==> src/rtl/stopwatch_ctrl_pkg.sv <==
// Shared definitions for the stopwatch controller: state encoding, default
// timing parameters and a counter-width helper.
package stopwatch_ctrl_pkg;

   typedef enum logic [1:0] {
      OFF    = 2'd0,
      IDLE   = 2'd1,
      RUN    = 2'd2,
      PAUSED = 2'd3
   } sw_state_e;

   localparam int unsigned DB_CYCLES_DEFAULT = 500000;
   localparam int unsigned TICK_DIV_DEFAULT  = 500000;

   // Width of a counter holding 0..n-1, never narrower than one bit.
   function automatic int unsigned cnt_width(input int unsigned n);
      return (n > 1) ? $clog2(n) : 1;
   endfunction

endpackage

==> src/rtl/stopwatch_ctrl_key_debounce.sv <==
// One key: 2-flop synchronizer, stability-counter debouncer and a single-cycle
// press pulse on the debounced 1->0 edge. Keys are active-low; reset = released.
module key_debounce
   import stopwatch_ctrl_pkg::*;
#(
   parameter int unsigned DB_CYCLES = DB_CYCLES_DEFAULT
) (
   input  logic clk,
   input  logic clr,
   input  logic key_i,
   output logic press_o
);

   localparam int unsigned     CW       = cnt_width(DB_CYCLES);
   localparam logic [CW-1:0]   CNT_LAST = CW'(DB_CYCLES - 1);

   logic          sync1_q, sync2_q;
   logic          db_q, db_d;
   logic          press_q, press_d;
   logic [CW-1:0] cnt_q, cnt_d;

   always_comb begin
      db_d  = db_q;
      cnt_d = '0;
      if (sync2_q != db_q) begin
         if (cnt_q == CNT_LAST) begin
            db_d = sync2_q;
         end else begin
            cnt_d = cnt_q + 1'b1;
         end
      end
      // Fires in the same cycle the debounced level falls, so it is one cycle wide.
      press_d = db_q & ~db_d;
   end

   always_ff @(posedge clk or negedge clr) begin
      if (!clr) begin
         sync1_q <= 1'b1;
         sync2_q <= 1'b1;
         db_q    <= 1'b1;
         cnt_q   <= '0;
         press_q <= 1'b0;
      end else begin
         sync1_q <= key_i;
         sync2_q <= sync1_q;
         db_q    <= db_d;
         cnt_q   <= cnt_d;
         press_q <= press_d;
      end
   end

   assign press_o = press_q;

endmodule

==> src/rtl/stopwatch_ctrl.sv <==
// Stopwatch control: debounced start/pause/clear keys drive an
// OFF/IDLE/RUN/PAUSED FSM and a tick divider that holds its phase across pauses.
module stopwatch_ctrl
   import stopwatch_ctrl_pkg::*;
#(
   parameter int unsigned DB_CYCLES = DB_CYCLES_DEFAULT,
   parameter int unsigned TICK_DIV  = TICK_DIV_DEFAULT
) (
   input  logic       clk,
   input  logic       clr,
   input  logic       pow,
   input  logic       key_str,
   input  logic       key_pas,
   input  logic       key_rst,
   output logic       run,
   output logic       tick,
   output logic       sclr,
   output logic [1:0] state
);

   localparam int unsigned   DW       = cnt_width(TICK_DIV);
   localparam logic [DW-1:0] DIV_LAST = DW'(TICK_DIV - 1);

   logic          str_ev, pas_ev, rst_ev;
   sw_state_e     state_q, state_d;
   logic          run_q, tick_q, tick_d, sclr_q, sclr_d;
   logic          stay_run;
   logic [DW-1:0] div_q, div_d;

   key_debounce #(.DB_CYCLES(DB_CYCLES)) u_str (
      .clk(clk), .clr(clr), .key_i(key_str), .press_o(str_ev));
   key_debounce #(.DB_CYCLES(DB_CYCLES)) u_pas (
      .clk(clk), .clr(clr), .key_i(key_pas), .press_o(pas_ev));
   key_debounce #(.DB_CYCLES(DB_CYCLES)) u_rst (
      .clk(clk), .clr(clr), .key_i(key_rst), .press_o(rst_ev));

   always_comb begin
      state_d = state_q;
      sclr_d  = 1'b0;
      if (!pow) begin
         state_d = OFF;
      end else begin
         case (state_q)
            OFF: begin
               state_d = IDLE;
               sclr_d  = 1'b1;
            end
            IDLE: begin
               if (rst_ev) begin
                  sclr_d = 1'b1;
               end else if (str_ev) begin
                  state_d = RUN;
               end
            end
            RUN: begin
               if (rst_ev) begin
                  state_d = IDLE;
                  sclr_d  = 1'b1;
               end else if (pas_ev) begin
                  state_d = PAUSED;
               end
            end
            PAUSED: begin
               if (rst_ev) begin
                  state_d = IDLE;
                  sclr_d  = 1'b1;
               end else if (str_ev) begin
                  state_d = RUN;
               end
            end
         endcase
      end

      // Only cycles spent in RUN and staying in RUN advance the divider, so a
      // tick can never land in the first cycle after leaving RUN.
      stay_run = (state_q == RUN) && (state_d == RUN);
      tick_d   = stay_run && (div_q == DIV_LAST);
      if (state_d == OFF || state_d == IDLE) begin
         div_d = '0;
      end else if (stay_run) begin
         div_d = (div_q == DIV_LAST) ? '0 : div_q + 1'b1;
      end else begin
         div_d = div_q;
      end
   end

   always_ff @(posedge clk or negedge clr) begin
      if (!clr) begin
         state_q <= OFF;
         run_q   <= 1'b0;
         tick_q  <= 1'b0;
         sclr_q  <= 1'b0;
         div_q   <= '0;
      end else begin
         state_q <= state_d;
         run_q   <= (state_d == RUN);
         tick_q  <= tick_d;
         sclr_q  <= sclr_d;
         div_q   <= div_d;
      end
   end

   assign run   = run_q;
   assign tick  = tick_q;
   assign sclr  = sclr_q;
   assign state = state_q;

endmodule

==> config.mk <==
export PLATFORM = sky130hd
export DESIGN_NAME = stopwatch_ctrl
export DESIGN_NICKNAME = d
export VERILOG_FILES = /design/src/rtl/stopwatch_ctrl_pkg.sv /design/src/rtl/stopwatch_ctrl_key_debounce.sv /design/src/rtl/stopwatch_ctrl.sv
export SDC_FILE = /design/constraint.sdc
export NUM_CORES = 1
export LEC_CHECK = 0
export ABC_AREA = 1
export CAP_MARGIN = 10
export CORE_MARGIN = 3
export CORE_UTILIZATION = 45
export DETAILED_ROUTE_END_ITERATION = 8
export GPL_ROUTABILITY_DRIVEN = 1
export SYNTH_ARGS = -nofsm -noshare
export SYNTH_HDL_FRONTEND = slang
export SYNTH_SLANG_ARGS = --single-unit
==> constraint.sdc <==
create_clock -name clk -period 1.6 [get_ports clk]
set_clock_uncertainty 0.15 [all_clocks]
set_input_delay 0.24 -clock clk [delete_from_list [all_inputs] [get_ports clk]]
set_output_delay 0.24 -clock clk [all_outputs]
set_load 0.02 [all_outputs]
After elaboration in Yosys (flattened, before gate mapping)
Cells that the tools add are included.
Storage, ports and cells
  register bits: 93
  bits in latches: 0
  bits in writable memories: 0
  memory bits (read-only): 0
  bits of input ports: 6
  output and inout bits: 5
  memories: 0
Operators by class
  add/subtract/negate cells: 4
  multipliers: 0
  div/mod/pow operators: 0
  magnitude comparators: 0
  equal/unequal tests: 12
  shift operators: 0
  muxes and demuxes: 25
  bitwise gates (word level): 6
  reductions and logical operators: 7
Operator list (count)
  19-bit 2-to-1 mux: 9
  19-bit by 1-bit adder with 19-bit output (second input constant): 4
  19-bit == test (second input constant): 4
  2-bit 2-to-1 mux: 6
  1-bit 2-to-1 mux: 8
  2-bit one-hot mux with 4 select lines: 1
  2-bit == test (second input constant): 3
  2-bit by 1-bit == test with 1-bit output (second input constant): 2
  2-bit zero test: 2
  1-bit AND: 3
  1-bit != test: 3
  1-bit NOT: 3
  3-bit OR reduction: 1
  1-bit logical AND: 2
  1-bit one-hot mux with 2 select lines: 1
  2-bit nonzero test: 1
  1-bit logical OR: 1

Logic depth before layout (Yosys ltp)
  depth in word-level cells: 8
  depth in mapped cells: 10
  gate-level depth less buffers: 10

Modules after synthesis
A second synthesis with hierarchy kept.
Second synthesis, totals
  cell total of the unflattened synthesis: 676
  area total of the unflattened synthesis: 5255.0 um2
Modules (own cells, without submodules)
  key_debounce at u_pas ...: instances 2, cells each 149, area an instance 1214.9 um2
  stopwatch_ctrl: instances 1, cells each 230, area an instance 1577.8 um2
  key_debounce at u_rst: instances 1, cells each 148, area an instance 1247.4 um2

Worst setup path after synthesis
Ideal clock, no wire load.
  kind: register to register
  from: register state_q[0], in the netlist state[0]
  to: register div_q[13]
  library setup time: 0.119 ns
  data arrival time: 1.288 ns
  required time: 1.331 ns
  path slack: 0.043 ns
  stages on the path, launching flop included: 8
  buffers on the path: 1
  cell sequence: dfrtp_1 -> nand2_2 -> nand2_1 -> nand3_2 -> a21o_4 -> buf_6 -> a21oi_1 -> nor2_1
On the way
  word-level cells in the longest chain between the ends: 7
Ends and longest elaborated chain
  start, declared: line stopwatch_ctrl.sv:25  | sw_state_e state_q, state_d;
  start signal, assigned: line stopwatch_ctrl.sv:95  | state_q <= state_d;
  2-bit 2-to-1 mux, on equally long branches: line stopwatch_ctrl.sv:51, stopwatch_ctrl.sv:67, stopwatch_ctrl.sv:59
  2-bit 2-to-1 mux, on equally long branches: line stopwatch_ctrl.sv:64, stopwatch_ctrl.sv:49, stopwatch_ctrl.sv:56
  2-bit one-hot mux with 4 select lines: line stopwatch_ctrl.sv:43  | case (state_q)
  2-bit 2-to-1 mux: line stopwatch_ctrl.sv:40  | if (!pow) begin
  2-bit by 1-bit == test with 1-bit output, or another cell as far along: line stopwatch_ctrl.sv:78  | if (state_d == OFF || state_d == IDLE) begin
  1-bit logical OR / 1-bit logical AND (equally long branches): line stopwatch_ctrl.sv:78, stopwatch_ctrl.sv:76
  19-bit 2-to-1 mux / 2-bit nonzero test (equally long branches)
  end signal, assigned: line stopwatch_ctrl.sv:99  | div_q <= div_d;
  end, declared: line stopwatch_ctrl.sv:28  | logic [DW-1:0] div_q, div_d;
Several ways; a longest one is shown, not always the timed one.
A chain may end at the register's enable or synchronous reset.

Worst setup path in the final report
  from: register div_q[0]
  to: register div_q[15]
On the way
  word-level cells in the longest chain between the ends: 4
Ends and longest elaborated chain
  19-bit by 1-bit adder with 19-bit output / 19-bit == test (equally long branches): line stopwatch_ctrl.sv:81  | div_d = (div_q == DIV_LAST) ? '0 : div_q + 1'b1;
  19-bit 2-to-1 mux *: line stopwatch_ctrl.sv:81
  19-bit 2-to-1 mux *: line stopwatch_ctrl.sv:80  | end else if (stay_run) begin
  19-bit 2-to-1 mux *: line stopwatch_ctrl.sv:78
Mark *: on every way between the ends. The rest lies on a longest branch, timed or not. The select of a mux whose other input is x is not followed.

==> impl_metrics.env <==
export IMPL_outcome="finished with violations"
export IMPL_violations="negative setup slack"
export IMPL_register_area_sq_um=2350
export IMPL_synth_largest_area_cell="dfrtp_1"
export IMPL_fin_crit_sh_pct=101
export IMPL_critical_path_arrival_ns=1.72
export IMPL_clock_insertion_delay_worst_skew_ns=0.35
export IMPL_crit_required_ns=1.70
export IMPL_synth_top_cell_area_share_pct=41.0
export IMPL_postSynthCellCount=681
export IMPL_syn_area_sq_um=5130
export IMPL_drv_cap=0
export IMPL_critical_path_endpoint="div_q[15]$_DFFE_PN0P_"
export IMPL_min_path_type="input port to register"
export IMPL_route_vias_total=4652
export IMPL_post_dp_hpwl_um=8540
export IMPL_drive_gt1_share_pct=22.8
export IMPL_core_rowCount=38
export IMPL_layout_setup_ws_ns=-0.0231
export IMPL_report_power_total_mw=4.99
export IMPL_pin_count=11
export IMPL_synth_top_cells_by_area="dfrtp_1 41%, nand2_1 11%, nor2_1 11%"
export IMPL_grt_first_pass_wirelength_um=20400
export IMPL_crit_reg2reg_launch="div_q[0]$_DFFE_PN0P_"
export IMPL_worst_r2r_cell_count=10
export IMPL_clock_sinks=93
export IMPL_ys_flop_type="dfrtp_1"
export IMPL_crit_path_start="div_q[0]$_DFFE_PN0P_"
export IMPL_portBuffers=10
export IMPL_die_height_um=113
export IMPL_total_grt_overflow=0
export IMPL_ys_types=35
export IMPL_final_min_clock_period_ns=1.62
export IMPL_antennaDiodeCount=0
export IMPL_routed_wirelength_um=12000
export IMPL_rsz0062_at_grt="yes"
export IMPL_ir_worst_vdd_mv=0.525
export IMPL_end_kind="register"
export IMPL_ys_warnings_count=0
export IMPL_cts_root_buffer_cell="clkbuf_16"
export IMPL_setup_tns_final_ns=-0.136
export IMPL_synth_enable_flop_cells=0
export IMPL_first_iter_violations=241
export IMPL_leakagePower_nw=2.67
export IMPL_start_util_pct=46.7
export IMPL_timing_worst_slew_pin_value_ns=0.376
export IMPL_cts_max_path_buffers=2
export IMPL_register_area_share_after_synthesis_pct=45.6
export IMPL_number_of_antenna_violations_at_the_first_check_in_global_routing=0
export IMPL_pwr_density_cell_nw_per_um2=774
export IMPL_multi_input_area_sq_um=2710
export IMPL_critical_path_reg2reg_endpoint="div_q[15]$_DFFE_PN0P_"
export IMPL_r2r_setup_slack_ns=-0.02
export IMPL_tritoncts="built"
export IMPL_synth_cells_most_frequent="144 x nand2_1, 144 x nor2_1, 84 x dfrtp_1, 84 x inv_1, 52 x nand3_1"
export IMPL_globalplace_congestion=0.947
export IMPL_max_slew_vio_count=0
export IMPL_synthesis_area_per_instance_sq_um=7.53
export IMPL_overall_global_routing_usage_pct=19.6
export IMPL_startpoint_type="register"
export IMPL_nNetsFinal=767
export IMPL_clk_pin_slew_worst_paths_ns=0.07
export IMPL_layoutNonFillerInstCount=902
export IMPL_detail_route_drc_violations=0
export IMPL_area_growth_synth_to_final_pct=25.8
export IMPL_detailedRoute_firstPassIterationCount=4
export IMPL_post_place_cells=870
export IMPL_tritoncts_num_buffers=9
export IMPL_timing_hold_violations_final=0
export IMPL_postSynth_asyncResetShare_pct=100
export IMPL_htree_levels=3
export IMPL_total_nets_after_synthesis=691
export IMPL_crit_fanout=5
export IMPL_setup_viol_count_final=8
export IMPL_max_slew_margin_pct=74.9
export IMPL_average_vias_per_placed_instance=5.16
export IMPL_ant_nets=0
export IMPL_timing_fmax_mhz=616
export IMPL_grt_max_degree=31
export IMPL_floorplan_core_area_sq_um=11000
export IMPL_count_of_state_elements_after_synthesis=93
export IMPL_die_width_um=113
export IMPL_fillCellCount=956
export IMPL_vias_in_the_first_global_route=4439
export IMPL_die_area_sq_um=12700
export IMPL_critPathKind="register to register"
export IMPL_wire_per_inst_um=13.3
-- cells by family (layout without fill, tap and decap cells) --
kind of cell | count (synthesis) | in the layout | share of synthesized area (%)
compound gates | 38 | 39 | 4.56
flops | 93 | 93 | 45.6
xor+xnor | 35 | 35 | 5.98
buf+inv | 92 | 171 | 6.88
fa+ha+maj | 4 | 4 | 0.976
simple gates | 419 | 420 | 36.0
-- per-stage QoR --
step / hold WS (ns) / instance area (sq um) / setup WS [ns] / util, %
after floorplan: -0.206 / 5130 / 0.0432 / -
after global placement: 0.0356 / 5730 / -0.137 / 52.2
after detailed placement: 0.0390 / 5730 / -0.175 / 52.2
after CTS: 0.131 / 6150 / 0.0000138 / 56.0
after global routing: 0.131 / 6450 / -0.0926 / 58.7
final: 0.145 / 6450 / -0.0231 / 58.7
-- worst max-delay path: stages (launching register included) --
cell,delay (ns)
dfrtp_1,0.37
ha_2,0.19
nand2_2,0.07
nor2_4,0.17
inv_2,0.06
nor2_2,0.10
nand2_2,0.10
nand2_4,0.12
nand2_4,0.08
inv_2,0.07
nor2_1,0.04
-- flip-flops by register name, indices dropped and copies added (netlist names) --
register,cells
u_rst.cnt_q,19
u_str.cnt_q,19
state,2
u_rst.db_q,1
tick,1
u_pas.press_o,1
div_q,19
u_pas.db_q,1
u_str.sync2_q,1
u_pas.sync2_q,1
sclr,1
u_pas.cnt_q,19
u_rst.sync2_q,1
u_str.press_o,1
run,1
u_str.db_q,1
u_rst.press_o,1
u_rst.sync1_q,1
u_pas.sync1_q,1
u_str.sync1_q,1
-- placed cells by master, fill, tap and decap left out, types with 9 or more instances in the layout --
cell,instances
a21oi_1,11
clkbuf_16,9
nand2_1,131
nor2_2,14
nor2_1,128
nor2_4,11
dfrtp_2,9
xor2_1,28
nand2_2,16
nand3_1,44
dfrtp_1,75
dfstp_2,9
inv_2,10
nand4_1,28
nor3_1,17
inv_1,78
o21ai_0,9
buf_4,51
nand3_2,10
-- power by group --
part	leakage [nW]	internal (mW)	switching, mW
Combinational	1.27	0.0928	0.128
Sequential	1.24	2.39	0.0249
Clock	0.160	1.46	0.900
Total	2.67	3.94	1.05
-- metal layers --
metal,vias up,track usage [%],part of all wire (%),routed length (um)
met3,23,3.69,3.3,397
met1,2204,26.5,47,5660
met2,97,31.2,47,5700
li1,2328,-,-,-
met4,0,7.93,2.3,274
met5,-,0,0,0
-- worst min path at each step --
| stage | from | cells after the start | slack [ns] | endpoint |
|---|---|---|---|---|
| after floorplan | clr | 0 | -0.21 | div_q[0]$_DFFE_PN0P_ |
| after global placement | clr | 1 | 0.04 | div_q[18]$_DFFE_PN0P_ |
| after detailed placement | clr | 1 | 0.04 | u_pas.cnt_q[6]$_DFF_PN0_ |
| after CTS | key_pas | 1 | 0.13 | u_pas.sync1_q$_DFF_PN1_ |
| after global routing | key_pas | 1 | 0.13 | u_pas.sync1_q$_DFF_PN1_ |
| final | key_str | 1 | 0.15 | u_str.sync1_q$_DFF_PN1_ |
-- layout make-up --
cell class | instances | share of cell area, %
Clock buffer | 13 | 4.03
Clock inverter | 3 | 1.07
Inverter | 88 | 5.12
Multi-Input combinational cell | 498 | 41.9
Sequential cell | 93 | 36.4
Tap cell | 140 | 2.72
Timing Repair Buffer | 67 | 8.71
-- what timing repair did --
| item | CTS | global route |
|---|---|---|
| hold endpoints to repair | 70 | 0 |
| cloned | 1 | 1 |
| hold buffers | 1 | 0 |
| gates resized for setup | 18 | 75 |
| endpoints found under the setup margin | 27 | 60 |
| pin swaps | 10 | 31 |
| buffers inserted | 4 | 10 |
No activity file was read; power rests on OpenSTA's default activity.
